## config.mk

```make
export PLATFORM = sky130hd
export DESIGN_NAME = button_debounce
export DESIGN_NICKNAME = d
export VERILOG_FILES = /design/src/rtl/button_debounce.sv
export SDC_FILE = /design/constraint.sdc
export NUM_CORES = 1
export LEC_CHECK = 0
export BUFFER_PORTS_ARGS = -buffer_cell sky130_fd_sc_hd__buf_2
export CAP_MARGIN = 20
export CORE_UTILIZATION = 55
export DETAILED_ROUTE_END_ITERATION = 8
export PLACE_DENSITY = 0.82
export SETUP_SLACK_MARGIN = 0.2
export SLEW_MARGIN = 15
export SYNTH_ARGS = -nofsm -noshare
export SYNTH_HDL_FRONTEND = slang
export SYNTH_SLANG_ARGS = --single-unit
```

## constraint.sdc

```tcl
create_clock -name clk_i -period 5.85 [get_ports clk_i]
set_input_delay 1.17 -clock clk_i [delete_from_list [all_inputs] [get_ports clk_i]]
set_output_delay 1.17 -clock clk_i [all_outputs]
set_load 0.005 [all_outputs]
```

## src/rtl/button_debounce.sv

```systemverilog
// Multi-channel push-button debouncer.
// Each channel runs its own four-state debounce FSM (LOW, CHECK_HIGH, HIGH,
// CHECK_LOW), a debounce counter and a hold timer. All outputs are flops.
// The output stage is one cycle behind the FSM state. As a result, button_o
// changes exactly DEBOUNCE_CYCLES_P edges after the first edge that samples
// the new raw level.
// press_o and release_o pulse in the cycle where button_o first shows the
// new level.
// hold_o pulses HOLD_CYCLES_P cycles after press_o, at most once per
// accepted press. A bounce that stays inside CHECK_LOW does not restart it.
// state_dbg_o exposes every channel's FSM state, two bits per channel.
// Channel g occupies bits [2g+1:2g].
module button_debounce #(
    parameter int WIDTH_P           = 3,
    parameter int DEBOUNCE_CYCLES_P = 250000,
    parameter int HOLD_CYCLES_P     = 25000000
) (
    input  logic                   clk_i,
    input  logic                   reset_n_i,
    input  logic [WIDTH_P-1:0]     button_i,
    output logic [WIDTH_P-1:0]     button_o,
    output logic [WIDTH_P-1:0]     press_o,
    output logic [WIDTH_P-1:0]     release_o,
    output logic [WIDTH_P-1:0]     hold_o,
    output logic [2*WIDTH_P-1:0]   state_dbg_o
);

    localparam int DB_W   = $clog2(DEBOUNCE_CYCLES_P) + 1;
    localparam int HOLD_W = $clog2(HOLD_CYCLES_P) + 1;

    localparam logic [DB_W-1:0]   DB_LAST  = DB_W'(DEBOUNCE_CYCLES_P - 1);
    localparam logic [DB_W-1:0]   DB_ONE   = DB_W'(1);
    localparam logic [HOLD_W-1:0] HOLD_MAX = HOLD_W'(HOLD_CYCLES_P);
    localparam logic [HOLD_W-1:0] HOLD_ONE = HOLD_W'(1);

    typedef enum logic [1:0] {
        ST_LOW        = 2'd0,
        ST_CHECK_HIGH = 2'd1,
        ST_HIGH       = 2'd2,
        ST_CHECK_LOW  = 2'd3
    } state_e;

    for (genvar g = 0; g < WIDTH_P; g++) begin : g_chan
        state_e              state_q;
        logic [DB_W-1:0]     db_cnt_q;
        logic [HOLD_W-1:0]   hold_cnt_q;
        logic                hold_done_q;
        logic                level_q;
        logic                press_q;
        logic                release_q;
        logic                hold_q;
        logic                level_now;

        // Debounced level implied by the current FSM state; button_o is this delayed one cycle.
        assign level_now = (state_q == ST_HIGH) || (state_q == ST_CHECK_LOW);

        // Debounce FSM, hold timer and registered pulse outputs for one channel.
        always_ff @(posedge clk_i) begin
            if (!reset_n_i) begin
                state_q     <= ST_LOW;
                db_cnt_q    <= '0;
                hold_cnt_q  <= '0;
                hold_done_q <= 1'b0;
                level_q     <= 1'b0;
                press_q     <= 1'b0;
                release_q   <= 1'b0;
                hold_q      <= 1'b0;
            end else begin
                level_q   <= level_now;
                press_q   <= level_now & ~level_q;
                release_q <= ~level_now & level_q;
                hold_q    <= (hold_cnt_q == HOLD_MAX) & ~hold_done_q;
                if (hold_cnt_q == HOLD_MAX) begin
                    hold_done_q <= 1'b1;
                end
                // The hold timer runs through CHECK_LOW bounces and saturates at HOLD_MAX.
                if (level_now && (hold_cnt_q != HOLD_MAX)) begin
                    hold_cnt_q <= hold_cnt_q + HOLD_ONE;
                end

                case (state_q)
                    ST_LOW: begin
                        if (button_i[g]) begin
                            state_q  <= ST_CHECK_HIGH;
                            db_cnt_q <= DB_ONE;
                        end else begin
                            db_cnt_q <= '0;
                        end
                    end
                    ST_CHECK_HIGH: begin
                        if (!button_i[g]) begin
                            state_q     <= ST_LOW;
                            db_cnt_q    <= '0;
                            hold_cnt_q  <= '0;
                            hold_done_q <= 1'b0;
                        end else if (db_cnt_q == DB_LAST) begin
                            state_q     <= ST_HIGH;
                            db_cnt_q    <= '0;
                            hold_cnt_q  <= '0;
                            hold_done_q <= 1'b0;
                        end else begin
                            db_cnt_q <= db_cnt_q + DB_ONE;
                        end
                    end
                    ST_HIGH: begin
                        if (!button_i[g]) begin
                            state_q  <= ST_CHECK_LOW;
                            db_cnt_q <= DB_ONE;
                        end
                    end
                    ST_CHECK_LOW: begin
                        if (button_i[g]) begin
                            state_q  <= ST_HIGH;
                            db_cnt_q <= '0;
                        end else if (db_cnt_q == DB_LAST) begin
                            state_q     <= ST_LOW;
                            db_cnt_q    <= '0;
                            hold_cnt_q  <= '0;
                            hold_done_q <= 1'b0;
                        end else begin
                            db_cnt_q <= db_cnt_q + DB_ONE;
                        end
                    end
                    default: begin
                        state_q  <= ST_LOW;
                        db_cnt_q <= '0;
                    end
                endcase
            end
        end

        assign button_o[g]             = level_q;
        assign press_o[g]              = press_q;
        assign release_o[g]            = release_q;
        assign hold_o[g]               = hold_q;
        assign state_dbg_o[2*g +: 2]   = state_q;
    end

endmodule

```

Yosys cells after proc, flatten, opt, wreduce, memory -nomap -nowiden
Index checks and enable logic that the tools add are counted. Widths: inputs -> output; s select.

Word-level logic and storage cells: 159. Bits of input ports: 5. Bits in latches: 0. Bits in registers: 156. Memories: 0. RAM bits: 0. ROM bits: 0. Output and inout bits: 18.

Equal/unequal tests: 30. Multiplexer cells: 69. Add/sub/neg operators: 6. $mul: 0. Reduce and logical (&&, ||, !) cells: 12. Divide/modulo/power cells: 0. Shift operators: 0. Bitwise operators: 18. $lt $le $gt $ge: 0.

Operator list (count): $mux 26 (12); $mux 19 (12); $pmux 19 s4 (3); $pmux 26 s2 (3); $add 26x1->26 const B (3); $eq 26x25->1 const B (3); $ne 26x25->1 const B (3); $add 19x1->19 const B (3); $eq 19x18->1 const B (3); $mux 2 (18); $pmux 2 s4 (3); $mux 1 (15); $eq 2x2->1 const B (6); $ne 2x2->1 const B (6); $reduce_and 4->1 (3); $and 1x1->1 (9); $ne 3x2->1 const B (3); $ne 3x3->1 const B (3); $not 1->1 (9); $eq 2x1->1 const B (3); $logic_not 2->1 (3); $pmux 1 s2 (3); $logic_and 1x1->1 (3); $logic_or 1x1->1 (3).

Longest topological paths before layout
Gate-level depths: netlist of run 1.

Word-level depth: 7. Mapped depth: 8. Depth with buffers taken out: 7.

Worst setup path before layout of run 1
OpenSTA, ideal clock, no wires.

Path type: input to register. Start point: input port button_i[0]. End point: register g_chan[0].db_cnt_q[11]. Required time: 5.733 ns. Path slack: 3.434 ns. Buffers on the path: 1. Arrival time: 2.298 ns. Stages: 6. Library setup time: 0.117 ns. Cells stage by stage: and3b_1 clkbuf_1 nor4_1 nand3_1 xor2_1 nor2_1.

Longest elaborated chain between the ends: 2. Elaborated cells between the ends (all ways): 4. Classes of those cells: eq/ne: 1; mux: 3.

Ends and longest elaborated chain: from (decl) (line 20) `input logic [WIDTH_P-1:0] button_i,`; $mux 19 (on tied branches) (line 112, 91); $pmux 19 s4 (line 81) `case (state_q)`; to (signal assigned) (line 102) `db_cnt_q <= db_cnt_q + DB_ONE;`; to (signal assigned) (line 121) `db_cnt_q <= db_cnt_q + DB_ONE;`; to (decl) (line 45) `logic [DB_W-1:0] db_cnt_q;`.

Parallel ways exist; a longest one is shown, timed or not. A chain may end at the register's enable or synchronous reset.

==> results of run 1 <==
per-stage QoR:
step / hold WS [ns] / worst slack [ns]
4_1_cts: 0.425 / 2.82
5_1_grt: 0.445 / 2.54
3_5_place_dp: 0.415 / 2.38
3_3_place_gp: 0.407 / 2.44
6_report: 0.423 / 2.77
2_1_floorplan: 0.399 / 3.43
power breakdown:
part	leakage (nW)	total [mW]	internal, mW	switching (mW)
Clock	0.284	1.09	0.679	0.413
Combinational	1.25	0.0353	0.00864	0.0267
Sequential	1.26	1.07	1.07	0.00406
final cells by class:
type                    instances  area, um2
fillers                      1124       4740
multi-input cells             648       3950
flip-flops and latches        156       3120
clock buffers                  24        502
well taps                     172        215
repair buffers                 25        130
clock inverters                 6       85.1
inverters                      22       82.6
Yosys cell counts, drive strengths merged, types with 9 or more instances:
cell type and instances:
a21oi 23, a31oi 12, and2 9, and3 16
and4 14, buf 23, clkbuf 16, dfxtp 156
ha 9, inv 21, nand2 71, nand3 58
nand4 40, nor2 145, nor3 19, nor4 19
nor4b 12, o21ai 13, xnor2 41, xor2 60
metal layers:
metal | GRT usage [%] | vias up
met1 | 26.8 | 2765
met5 | 0 | -
li1 | - | 3041
met2 | 35.6 | 119
met3 | 5.23 | 16
met4 | 8.81 | 0
worst paths after layout:
kind / start / to / slack [ns]
worst min-delay path: g_chan[1].hold_done_q$_SDFF_PN0_ / g_chan[1].hold_q$_SDFF_PN0_ / 0.42
worst min register to register: g_chan[1].hold_done_q$_SDFF_PN0_ / g_chan[1].hold_q$_SDFF_PN0_ / 0.42
worst max-delay path: reset_n_i / g_chan[2].db_cnt_q[10]$_SDFFE_PN0P_ / 2.77
worst max register to register: g_chan[1].db_cnt_q[0]$_SDFFE_PN0P_ / g_chan[1].db_cnt_q[4]$_SDFFE_PN0P_ / 2.86
worst max-delay path, cell delays in order:
cell	delay (ns)
buf_2	0.39
clkinv_1	0.61
nor3_1	0.97
a21oi_1	0.09
o2bb2ai_1	0.18
flip-flops by register name, summed over array words and instances, names as in the netlist, named ones only:
| name | count |
|---|---|
| g_chan.hold_cnt_q | 78 |
| g_chan.db_cnt_q | 57 |
| g_chan.hold_done_q | 3 |
| g_chan.hold_q | 3 |
| g_chan.level_q | 3 |
| g_chan.press_q | 3 |
| g_chan.release_q | 3 |
| g_chan.state_q | 3 |
cells by family (layout without fill, tap and decap cells):
group	count (synthesis)	count (layout)
simple gates	449	449
flops	156	156
xor+xnor	101	101
compound gates	82	82
buf+inv	61	77
fa+ha+maj	9	9
mux	7	7
==> out/results.txt, run 1 <==
Status -> finished clean
Synth async-reset ratio -> 0%
Synth Area in Adders -> 1.53%
Post-route DRC -> 0
WL final -> 14500 um
Relative slew slack -> 21.9%
FMAX -> 324 MHz
Crit path DAT -> 3.43 ns
Critical Path RT -> 6.20 ns
DR WL/cell -> 13.8 um
Synth area leader -> dfxtp_1
Largest family of logic cells by synthesized area -> simple AND/OR/NAND/NOR gates
Final hold vios -> 0
Uppermost routed layer -> met4
Post-Syn Nets -> 879
Commonest non-fill, non-tap cell in the layout -> dfxtp_1
WL met3 -> 644 um
M1 WL -> 6820 um
Simple-gate share of the synthesized area -> 31.6%
IO Pins -> 23
Final net count -> 884
Highest net fanout along the worst path -> 24
H-tree levels -> 4
Seq/Total Area, Yosys -> 42.4%
Synthesized instance count -> 865
Most frequent cells in the layout -> dfxtp_1 (156), nor2_1 (145), nand2_1 (71)
Total global-route track usage -> 21.5%
Crit path time final -> 3.08 ns
Yosys warnings -> 0
Final Max Slew Viols -> 0
Worst Setup Path Type -> in2reg
Worst Setup End Kind -> register
Layout cell share with drive strength beyond 1 -> 7.04%
Resize count post-CTS -> 0
MaxCap Viol Count -> 0
Final Util -> 63.0%
Die area -> 13900 um2
Num CTS Buffers -> 17
Synth Area in XOR/XNOR -> 12.0%
P_leak -> 2.79 nW
CTS tree -> yes
Skew final -> 0.0102 ns
Fin crit share -> 52.7%
Non-Filler Instances -> 1053
Initial Util -> 57.5%
Pin count of the biggest net entering global routing -> 28
Initial antenna violation count -> 0
Mux cell area share after synthesis -> 0.951%
Fin Setup TNS -> 0 ns
Root buffer selected by CTS -> clkbuf_16
Metal2 WL -> 6820 um
Yosys top cell area share -> 42.4%
DRT Pass-1 Iters -> 5
Mapped Avg Cell Area -> 8.52 um2
Synthesized flop and latch total -> 156
Hold Path Depth -> 1
Hold Crit Class -> reg2reg
Final setup viols -> 0
Power, Total -> 2.20 mW
1st-iter DRT viols -> 351
Pwr per Cell Area -> 272 nW/um2
Post-DP Area -> 7490 um2
Die Y -> 118 um
VDD IR max -> 0.226 mV
First-pass GRT wire length -> 25000 um
Hold_buf cts -> 0
Post-route ant nets -> 0
PortBufs -> 22
Compound-Gate Fraction of Synth Area -> 7.50%
Die span in x -> 118 um
P&R area growth vs syn -> 9.69%
Via/cell ratio -> 5.64
EDFF count, synth -> 0
Clk slew on worst S/H paths -> 0.06 ns
Inst Count DP -> 1022
RSZ-0062 raised after global routing -> no
Number of global-route vias before repair -> 5653
CTS sink count -> 156
Ys flop type -> dfxtp_1
Cell Area, Synth -> 7370 um2
CTS max path bufs -> 2
GP Congestion -> 0.828
Core Footprint -> 12800 um2
Post-CTS setup buffer count -> 0
Netlist cell types -> 63
ANT cells -> 0
Worst-Margin Slew -> 1.16 ns
Hpwl dp -> 9500 um
Cells on worst reg2reg path -> 6
Clk_lat worst skew -> 0.42 ns
Synth area leaders -> dfxtp_1 (42%), nor2_1 (7.4%), xor2_1 (7.1%), xnor2_1 (4.9%), nand3_1 (3.9%)
Via Count -> 5941
Num rows -> 41
Final Cell Area -> 8090 um2
GRT overflow -> 0
Startpoint Class -> input port
Power figures use the tool's default switching activity.
==> run 2, diff against run 1 <==
--- a/config.mk
+++ b/config.mk
@@ -5,6 +5,7 @@
 export SDC_FILE = /design/constraint.sdc
 export NUM_CORES = 1
 export LEC_CHECK = 0
+export ABC_AREA = 1
 export BUFFER_PORTS_ARGS = -buffer_cell sky130_fd_sc_hd__buf_2
 export CAP_MARGIN = 20
 export CORE_UTILIZATION = 55
==> constraint.sdc (replaced) <==
create_clock -name clk_i -period 3 [get_ports clk_i]
set_input_delay 0.6 -clock clk_i [delete_from_list [all_inputs] [get_ports clk_i]]
set_output_delay 0.6 -clock clk_i [all_outputs]
set_load 0.005 [all_outputs]
==> run 2 against run 1 <==
Effect of this change: critical path depth increased by 3; worst setup slack got worse by 1.9 ns; sequential cell count unchanged; non-clock buffer count increased by 3; clock skew about the same; power increased by 120%; sequential power increased by 110%; largest power group unchanged.
==> out/results.txt, run 2 <==
Status -> finished clean
Worst r2r dst -> g_chan[1].hold_cnt_q[14]$_SDFF_PN0_
H-tree levels -> 4 (unchanged)
ANT cells -> 0 (unchanged)
Power, Total -> 4.76 mW (+120%)
Die span in x -> 129 um (+9.9%)
P_leak -> 3.53 nW (+27%)
Sw Pwr -> 1.18 mW (+170%)
Ys flop type -> dfxtp_1
Final net count -> 1426 (+61%)
Post-Syn Nets -> 1420 (+62%)
Yosys warnings -> 0 (unchanged)
Pwr per Cell Area -> 491 nW/um2 (+81%)
Synth area leaders -> dfxtp_1 (35%), nand2_1 (16%), nor2_1 (11%), inv_1 (6.1%), xor2_1 (5.4%)
GP Congestion -> 0.916 (+11%)
Most frequent cells in the layout -> nand2_1 (391), nor2_1 (265), dfxtp_1 (156)
CTS sink count -> 156 (unchanged)
Post-CTS setup buffer count -> 0 (unchanged)
Clk slew on worst S/H paths -> 0.06 ns (about the same)
Synth area leader -> dfxtp_1
Reg with most FFs -> g_chan.hold_cnt_q
Via Count -> 8548 (+44%)
Layout cell share with drive strength beyond 1 -> 6.46% (-0.58 points)
Resize count post-CTS -> 0 (unchanged)
Seq/Total Area, Yosys -> 34.9% (-7.4 points)
Initial antenna violation count -> 0 (unchanged)
WL met3 -> 1180 um (+83%)
Fin Setup TNS -> 0 ns (unchanged)
Uppermost routed layer -> met4
Seq pwr share -> 46.2% (-2.5 points)
Cell mode on critical path -> nor2_1
GRT overflow -> 0 (unchanged)
Hold Crit Class -> reg2reg
Synth async-reset ratio -> 0% (unchanged)
Sequence of cells on the critical path -> ha_1, nand3_1, inv_1, nand3_1, nor2_1, nor2_1, o21ai_4, nor2_1
Metal2 WL -> 9380 um (+38%)
RSZ-0062 raised after global routing -> no
Yosys top cell area share -> 34.9% (-7.4 points)
Clock Power Share -> 46.8% (-2.9 points)
Crit path DAT -> 2.38 ns (-1.05 ns)
Crit path time final -> 2.10 ns
Sw Ratio -> 24.8% (+4.6 points)
Root buffer selected by CTS -> clkbuf_16
Via/cell ratio -> 5.21 (-7.7%)
Final Util -> 61.0% (-2.0 points)
Post-route ant nets -> 0 (unchanged)
Worst Setup End Kind -> register
M1 WL -> 9340 um (+37%)
Part of the power in combinational logic -> 7.0% (+5.4 points)
Pin count of the biggest net entering global routing -> 46 (+64%)
Hold_buf cts -> 0 (unchanged)
Cells on worst reg2reg path -> 8 (+2)
CTS tree -> yes
FF-to-FF Start -> g_chan[1].db_cnt_q[0]$_SDFFE_PN0P_
Highest net fanout along the worst path -> 27 (+13%)
# fillers -> 1470 (+31%)
Number of global-route vias before repair -> 7641 (+35%)
P&R area growth vs syn -> 8.51%
Hold worst-path end -> g_chan[1].hold_q$_SDFF_PN0_
CTS max path bufs -> 2 (unchanged)
EDFF count, synth -> 0 (unchanged)
Num rows -> 46 (+12%)
Number of flip-flops in the largest register -> 78 (unchanged)
Critical Path RT -> 3.28 ns (-2.92 ns)
Final hold vios -> 0 (unchanged)
Startpoint Class -> register
Biggest regs -> g_chan.hold_cnt_q: 78 flops, g_chan.db_cnt_q: 57 flops
Post-route DRC -> 0 (unchanged)
Final Max Slew Viols -> 0 (unchanged)
WL final -> 20200 um (+39%)
PortBufs -> 22 (unchanged)
Hpwl dp -> 14400 um (+51%)
Mapped Avg Cell Area -> 6.36 um2 (-25%)
Worst Setup Path Type -> reg2reg
Fin crit share -> 70.0%
Die area -> 16800 um2 (+21%)
DRT Pass-1 Iters -> 5 (unchanged)
MaxCap Viol Count -> 0 (unchanged)
Initial Util -> 56.3% (-1.2 points)
Cell Area, Synth -> 8940 um2 (+21%)
Final setup viols -> 0 (unchanged)
Worst-Margin Slew -> 0.735 ns (-0.426 ns)
DR WL/cell -> 12.3 um (-11%)
Num CTS Buffers -> 17 (unchanged)
Synthesized flop and latch total -> 156 (unchanged)
Register area -> 3120 um2 (unchanged)
Worst Hold Launch -> g_chan[1].hold_done_q$_SDFF_PN0_
Clk_lat worst skew -> 0.43 ns (about the same)
First-pass GRT wire length -> 34100 um (+36%)
Skew final -> 0.00988 ns (-0.000336 ns)
Top cells by count, synth -> nand2_1 (391), nor2_1 (265), dfxtp_1 (156)
FMAX -> 476 MHz
Reg2reg setup slack -> 0.90 ns (-1.96 ns)
Die Y -> 129 um (+9.9%)
Core Footprint -> 15900 um2 (+24%)
CP max-delay cell -> o21ai_4
Hold Path Depth -> 1 (unchanged)
Commonest non-fill, non-tap cell in the layout -> nand2_1
Relative slew slack -> 50.8% (+29 points)
Synthesized instance count -> 1406 (+63%)
Internal power -> 3.58 mW (+100%)
Crit-path max cell delay -> 0.58 ns (-0.39 ns)
Netlist cell types -> 41 (-35%)
1st-iter DRT viols -> 751 (+110%)
Count leader, synth -> nand2_1
VDD IR max -> 0.405 mV (+79%)
IO Pins -> 23 (unchanged)
Total global-route track usage -> 25.1% (+3.6 points)
Multi-input gate area -> 4970 um2 (+26%)
## run 2: worst max-delay path by stage
stage / startpoint / endpoint / slack, ns / depth (start not counted)
6_report: g_chan[1].db_cnt_q[0]$_SDFFE_PN0P_ / g_chan[1].hold_cnt_q[14]$_SDFF_PN0_ / 0.90 / 8
5_1_grt: g_chan[1].db_cnt_q[0]$_SDFFE_PN0P_ / g_chan[1].hold_cnt_q[10]$_SDFF_PN0_ / 0.65 / 8
4_1_cts: g_chan[1].db_cnt_q[0]$_SDFFE_PN0P_ / g_chan[1].hold_cnt_q[14]$_SDFF_PN0_ / 0.89 / 8
3_5_place_dp: button_i[0] / g_chan[0].db_cnt_q[2]$_SDFFE_PN0P_ / 0.85 / 8
3_3_place_gp: button_i[0] / g_chan[0].db_cnt_q[2]$_SDFFE_PN0P_ / 0.90 / 8
2_1_floorplan: g_chan[1].hold_cnt_q[0]$_SDFF_PN0_ / g_chan[1].hold_cnt_q[16]$_SDFF_PN0_ / 1.40 / 9
## run 2: critical path: cells and delay by family (launching register included)
| family | cells | cell delay [ns] |
|---|---|---|
| compound gates | 1 | 0.58 |
| simple gates | 5 | 0.57 |
| flops | 1 | 0.46 |
| fa+ha+maj | 1 | 0.22 |
| buf+inv | 1 | 0.11 |
## run 2: through the flow
stage	hold WS, ns	worst slack, ns	instances	area (um2)
finish	0.429	0.901	1641	9700
global route	0.451	0.646	1641	9700
CTS	0.434	0.888	1641	9700
detailed placement	0.424	0.853	1609	9090
global placement	0.409	0.902	1609	9090
floorplan	0.399	1.40	1406	8940
## run 2: metal layers
metal | global-route usage (%) | up-vias
met2 | 42.3 | 252
met4 | 7.25 | 0
met3 | 4.95 | 25
met1 | 32.6 | 3820
li1 | - | 4451
met5 | 0 | -
## run 2: kinds of logic after synthesis
group	count (synthesis)	share of synthesized area [%]
and+or+nand+nor	876	41.6
DFF	156	34.9
buffers and inverters	193	9.48
adders and majority gates	9	1.26
xor gates and xnor gates	65	6.37
AOI/OAI and AO/OA	107	6.30
## run 2: layout make-up
cell class                 count  share of cell area, %
inverter                     152                   5.91
sequential                   156                   32.2
timing repair buffer          28                   1.60
multi-input combinational   1057                   51.2
tap                          216                   2.79
clock inverter                12                   1.68
clock buffer                  20                   4.61
## run 2: power by group through the flow
stage,registers [mW],clock network [mW],logic [mW]
2_1_floorplan,2.22,0,0.282
3_3_place_gp,2.24,0,0.321
3_5_place_dp,2.25,0,0.330
4_1_cts,2.20,2.26,0.332
5_1_grt,2.21,2.36,0.384
6_report,2.20,2.23,0.333
==> run 3, diff against run 2 <==
--- a/config.mk
+++ b/config.mk
@@ -5,12 +5,12 @@
 export SDC_FILE = /design/constraint.sdc
 export NUM_CORES = 1
 export LEC_CHECK = 0
-export ABC_AREA = 1
+export ABC_AREA = 0
 export BUFFER_PORTS_ARGS = -buffer_cell sky130_fd_sc_hd__buf_2
 export CAP_MARGIN = 20
 export CORE_UTILIZATION = 55
 export DETAILED_ROUTE_END_ITERATION = 8
-export PLACE_DENSITY = 0.82
+export PLACE_DENSITY = 0.85
 export SETUP_SLACK_MARGIN = 0.2
 export SLEW_MARGIN = 15
 export SYNTH_ARGS = -nofsm -noshare
==> constraint.sdc (replaced) <==
create_clock -name clk_i -period 1.88 [get_ports clk_i]
set_input_delay 0.376 -clock clk_i [delete_from_list [all_inputs] [get_ports clk_i]]
set_output_delay 0.376 -clock clk_i [all_outputs]
set_load 0.005 [all_outputs]
==> run 3 against run 2 <==
Effect of this change: sequential share of layout area fell by 0.60 points; worst hold slack got worse by 0.17 ns; clock skew rose by 0.010 ns; maximum frequency fell by 2.1%; critical path depth fell by 2; utilization rose by 17 points; count of clock-buffer cells in the layout rose by 1; the run now ends with negative setup slack left; non-clock buffer count rose by 110; cell count fell by 29%; sequential cell count did not move; largest cell class unchanged; via count fell by 13%.
==> out/results.txt, run 3 (same netlist as run 1, synthesis figures left out) <==
Worst Setup Path Type -> reg2reg
Status -> complete, but fails checks
DRT Pass-1 Iters -> 5 (unchanged)
CTS sink count -> 156 (unchanged)
Die area -> 13900 um2 (-17%)
H-tree levels -> 4 (unchanged)
Sequence of cells on the critical path -> or4b_4, nor4b_4, buf_4, a21o_1, a21oi_2, o311a_1
Crit-path max cell delay -> 0.54 ns (-0.04 ns)
1st-iter DRT viols -> 897 (+19%)
P_leak -> 3.56 nW (+0.88%)
Clk_lat worst skew -> 0.45 ns (+0.02 ns)
Num rows -> 41 (-11%)
Hold_buf cts -> 0 (unchanged)
Hold Crit Class -> in2reg
GRT overflow -> 0 (unchanged)
MaxCap Viol Count -> 0 (unchanged)
Post-route ant nets -> 0 (unchanged)
PortBufs -> 22 (unchanged)
Relative slew slack -> 64.9% (+14 points)
Fin Setup TNS -> -16.88 ns (-16.88 ns)
Post-route DRC -> 0 (unchanged)
FMAX -> 466 MHz (-2.1%)
Fin crit share -> 114% (+44 points)
Die Y -> 118 um (-9.0%)
Pwr per Cell Area -> 717 nW/um2 (+46%)
Buf+Inv Stages, Crit Path -> 1 (unchanged)
Most frequent cells in the layout -> dfxtp_1 (132), nor2_1 (105), buf_4 (87)
Final net count -> 997 (-30%)
Worst-Margin Slew -> 0.525 ns (-0.210 ns)
Biggest regs -> g_chan.hold_cnt_q: 78 flops, g_chan.db_cnt_q: 57 flops
Crit path time final -> 2.15 ns (+0.0459 ns)
Worst Setup End Kind -> register
Core Footprint -> 12800 um2 (-19%)
Violated checks -> negative setup slack
Commonest non-fill, non-tap cell in the layout -> dfxtp_1
Hpwl dp -> 10800 um (-25%)
Final hold vios -> 0 (unchanged)
Final setup viols -> 113 (+113)
Setup WS post-layout -> -0.265 ns (-1.17 ns)
P&R area growth vs syn -> 36.0%
Clk slew on worst S/H paths -> 0.07 ns (about the same)
Final Util -> 78.2% (+17 points)
Number of global-route vias before repair -> 6937 (-9.2%)
Num CTS Buffers -> 17 (unchanged)
DP Worst Slack -> -0.124 ns (-0.977 ns)
Reg with most FFs -> g_chan.hold_cnt_q
WL final -> 24500 um (+22%)
# fillers -> 706 (-52%)
GP Congestion -> 0.855 (-6.7%)
Via Count -> 7432 (-13%)
Die span in x -> 118 um (-9.0%)
Layout cell share with drive strength beyond 1 -> 33.5% (+27 points)
First-pass GRT wire length -> 32200 um (-5.6%)
Total global-route track usage -> 28.3% (+3.1 points)
Number of flip-flops in the largest register -> 78 (unchanged)
CP max-delay cell -> or4b_4
DR WL/cell -> 21.0 um (+71%)
CTS max path bufs -> 2 (unchanged)
Top cell family by delay on the critical path -> simple AND/OR/NAND/NOR gates
Root buffer selected by CTS -> clkbuf_16
Highest net fanout along the worst path -> 4 (-85%)
Pin count of the biggest net entering global routing -> 28 (-39%)
VDD IR max -> 0.915 mV (+130%)
Critical Path RT -> 2.20 ns (-1.08 ns)
Crit path DAT -> 2.46 ns (+0.08 ns)
IO Pins -> 23 (unchanged)
Initial antenna violation count -> 0 (unchanged)
Via/cell ratio -> 6.37 (+22%)
Startpoint Class -> register
RSZ-0062 raised after global routing -> yes
CTS tree -> yes
Initial Util -> 57.5% (+1.2 points)
ANT cells -> 0 (unchanged)
Final Max Slew Viols -> 0 (unchanged)
Skew final -> 0.0202 ns (+0.0103 ns)
[run 3: changes by cell type in the layout (fill, tap and decap cells not counted), moves of 38 or more]
cell / previous run / this run
o21ai_0: 55 / 2
buf_4: 6 / 87
nor2_1: 265 / 105
a21oi_1: 42 / 4
inv_1: 146 / 18
nor3_1: 57 / 17
nand2_1: 391 / 68
[run 3: worst reg2reg max path, delay by kind of cell, from the launching register on]
family | cells | cell delay, ns
flip-flops | 1 | 0.34
buffers and inverters | 1 | 0.22
AO/OA/AOI/OAI | 3 | 0.51
AND/OR/NAND/NOR | 2 | 0.94
[run 3: final timing paths]
| check | from | end | slack (ns) | depth (start not counted) |
|---|---|---|---|---|
| hold reg to reg | g_chan[2].level_q$_SDFF_PN0_ | g_chan[2].press_q$_SDFF_PN0_ | 0.45 | 1 |
| hold / removal | button_i[2] | register | 0.26 | 3 |
| setup reg to reg | g_chan[2].db_cnt_q[9]$_SDFFE_PN0P_ | g_chan[2].db_cnt_q[16]$_SDFFE_PN0P_ | -0.27 | 6 |
| setup / recovery | g_chan[2].db_cnt_q[9]$_SDFFE_PN0P_ | g_chan[2].db_cnt_q[16]$_SDFFE_PN0P_ | -0.27 | 6 |
[run 3: cell type report]
type | count | area (um2) | share of cell area (%)
timing repair buffer | 138 | 1160 | 11.6
tap | 172 | 215 | 2.15
sequential | 156 | 3170 | 31.6
multi-input combinational | 648 | 4790 | 47.7
clock buffer | 21 | 470 | 4.69
clock inverter | 10 | 138 | 1.37
inverter | 22 | 82.6 | 0.824
[run 3: report_power, final]
group | internal (mW) | leakage [nW] | switching [mW]
Clock | 2.19 | 0.295 | 1.43
Sequential | 3.30 | 1.27 | 0.0145
Combinational | 0.0988 | 1.99 | 0.151
[run 3: layer usage]
metal / track usage [%] / wire length (um) / vias up
li1: - / - / 3270
met1: 33.9 / 8980 / 3509
met2: 47.1 / 11900 / 461
met3: 6.20 / 1820 / 192
met4: 15.1 / 1830 / 0
met5: 0 / 0 / -
[run 3: timing repair]
action,in CTS,in global routing
pin swaps,49,54
gates cloned,2,3
setup endpoints to repair,122,146
resized for setup,82,132
buffers inserted,24,14
hold endpoints to repair,0,0
[run 3: metrics by stage]
stage / std cells / total power, mW / hold WS, ns / area (um2)
after detailed placement: 1093 / 3.56 / 0.422 / 8180
after global routing: 1167 / 7.36 / 0.288 / 10000
after floorplan: 865 / 3.49 / 0.399 / 7520
after CTS: 1150 / 7.06 / 0.237 / 9300
final: 1167 / 7.19 / 0.259 / 10000
after global placement: 1093 / 3.55 / 0.409 / 8180
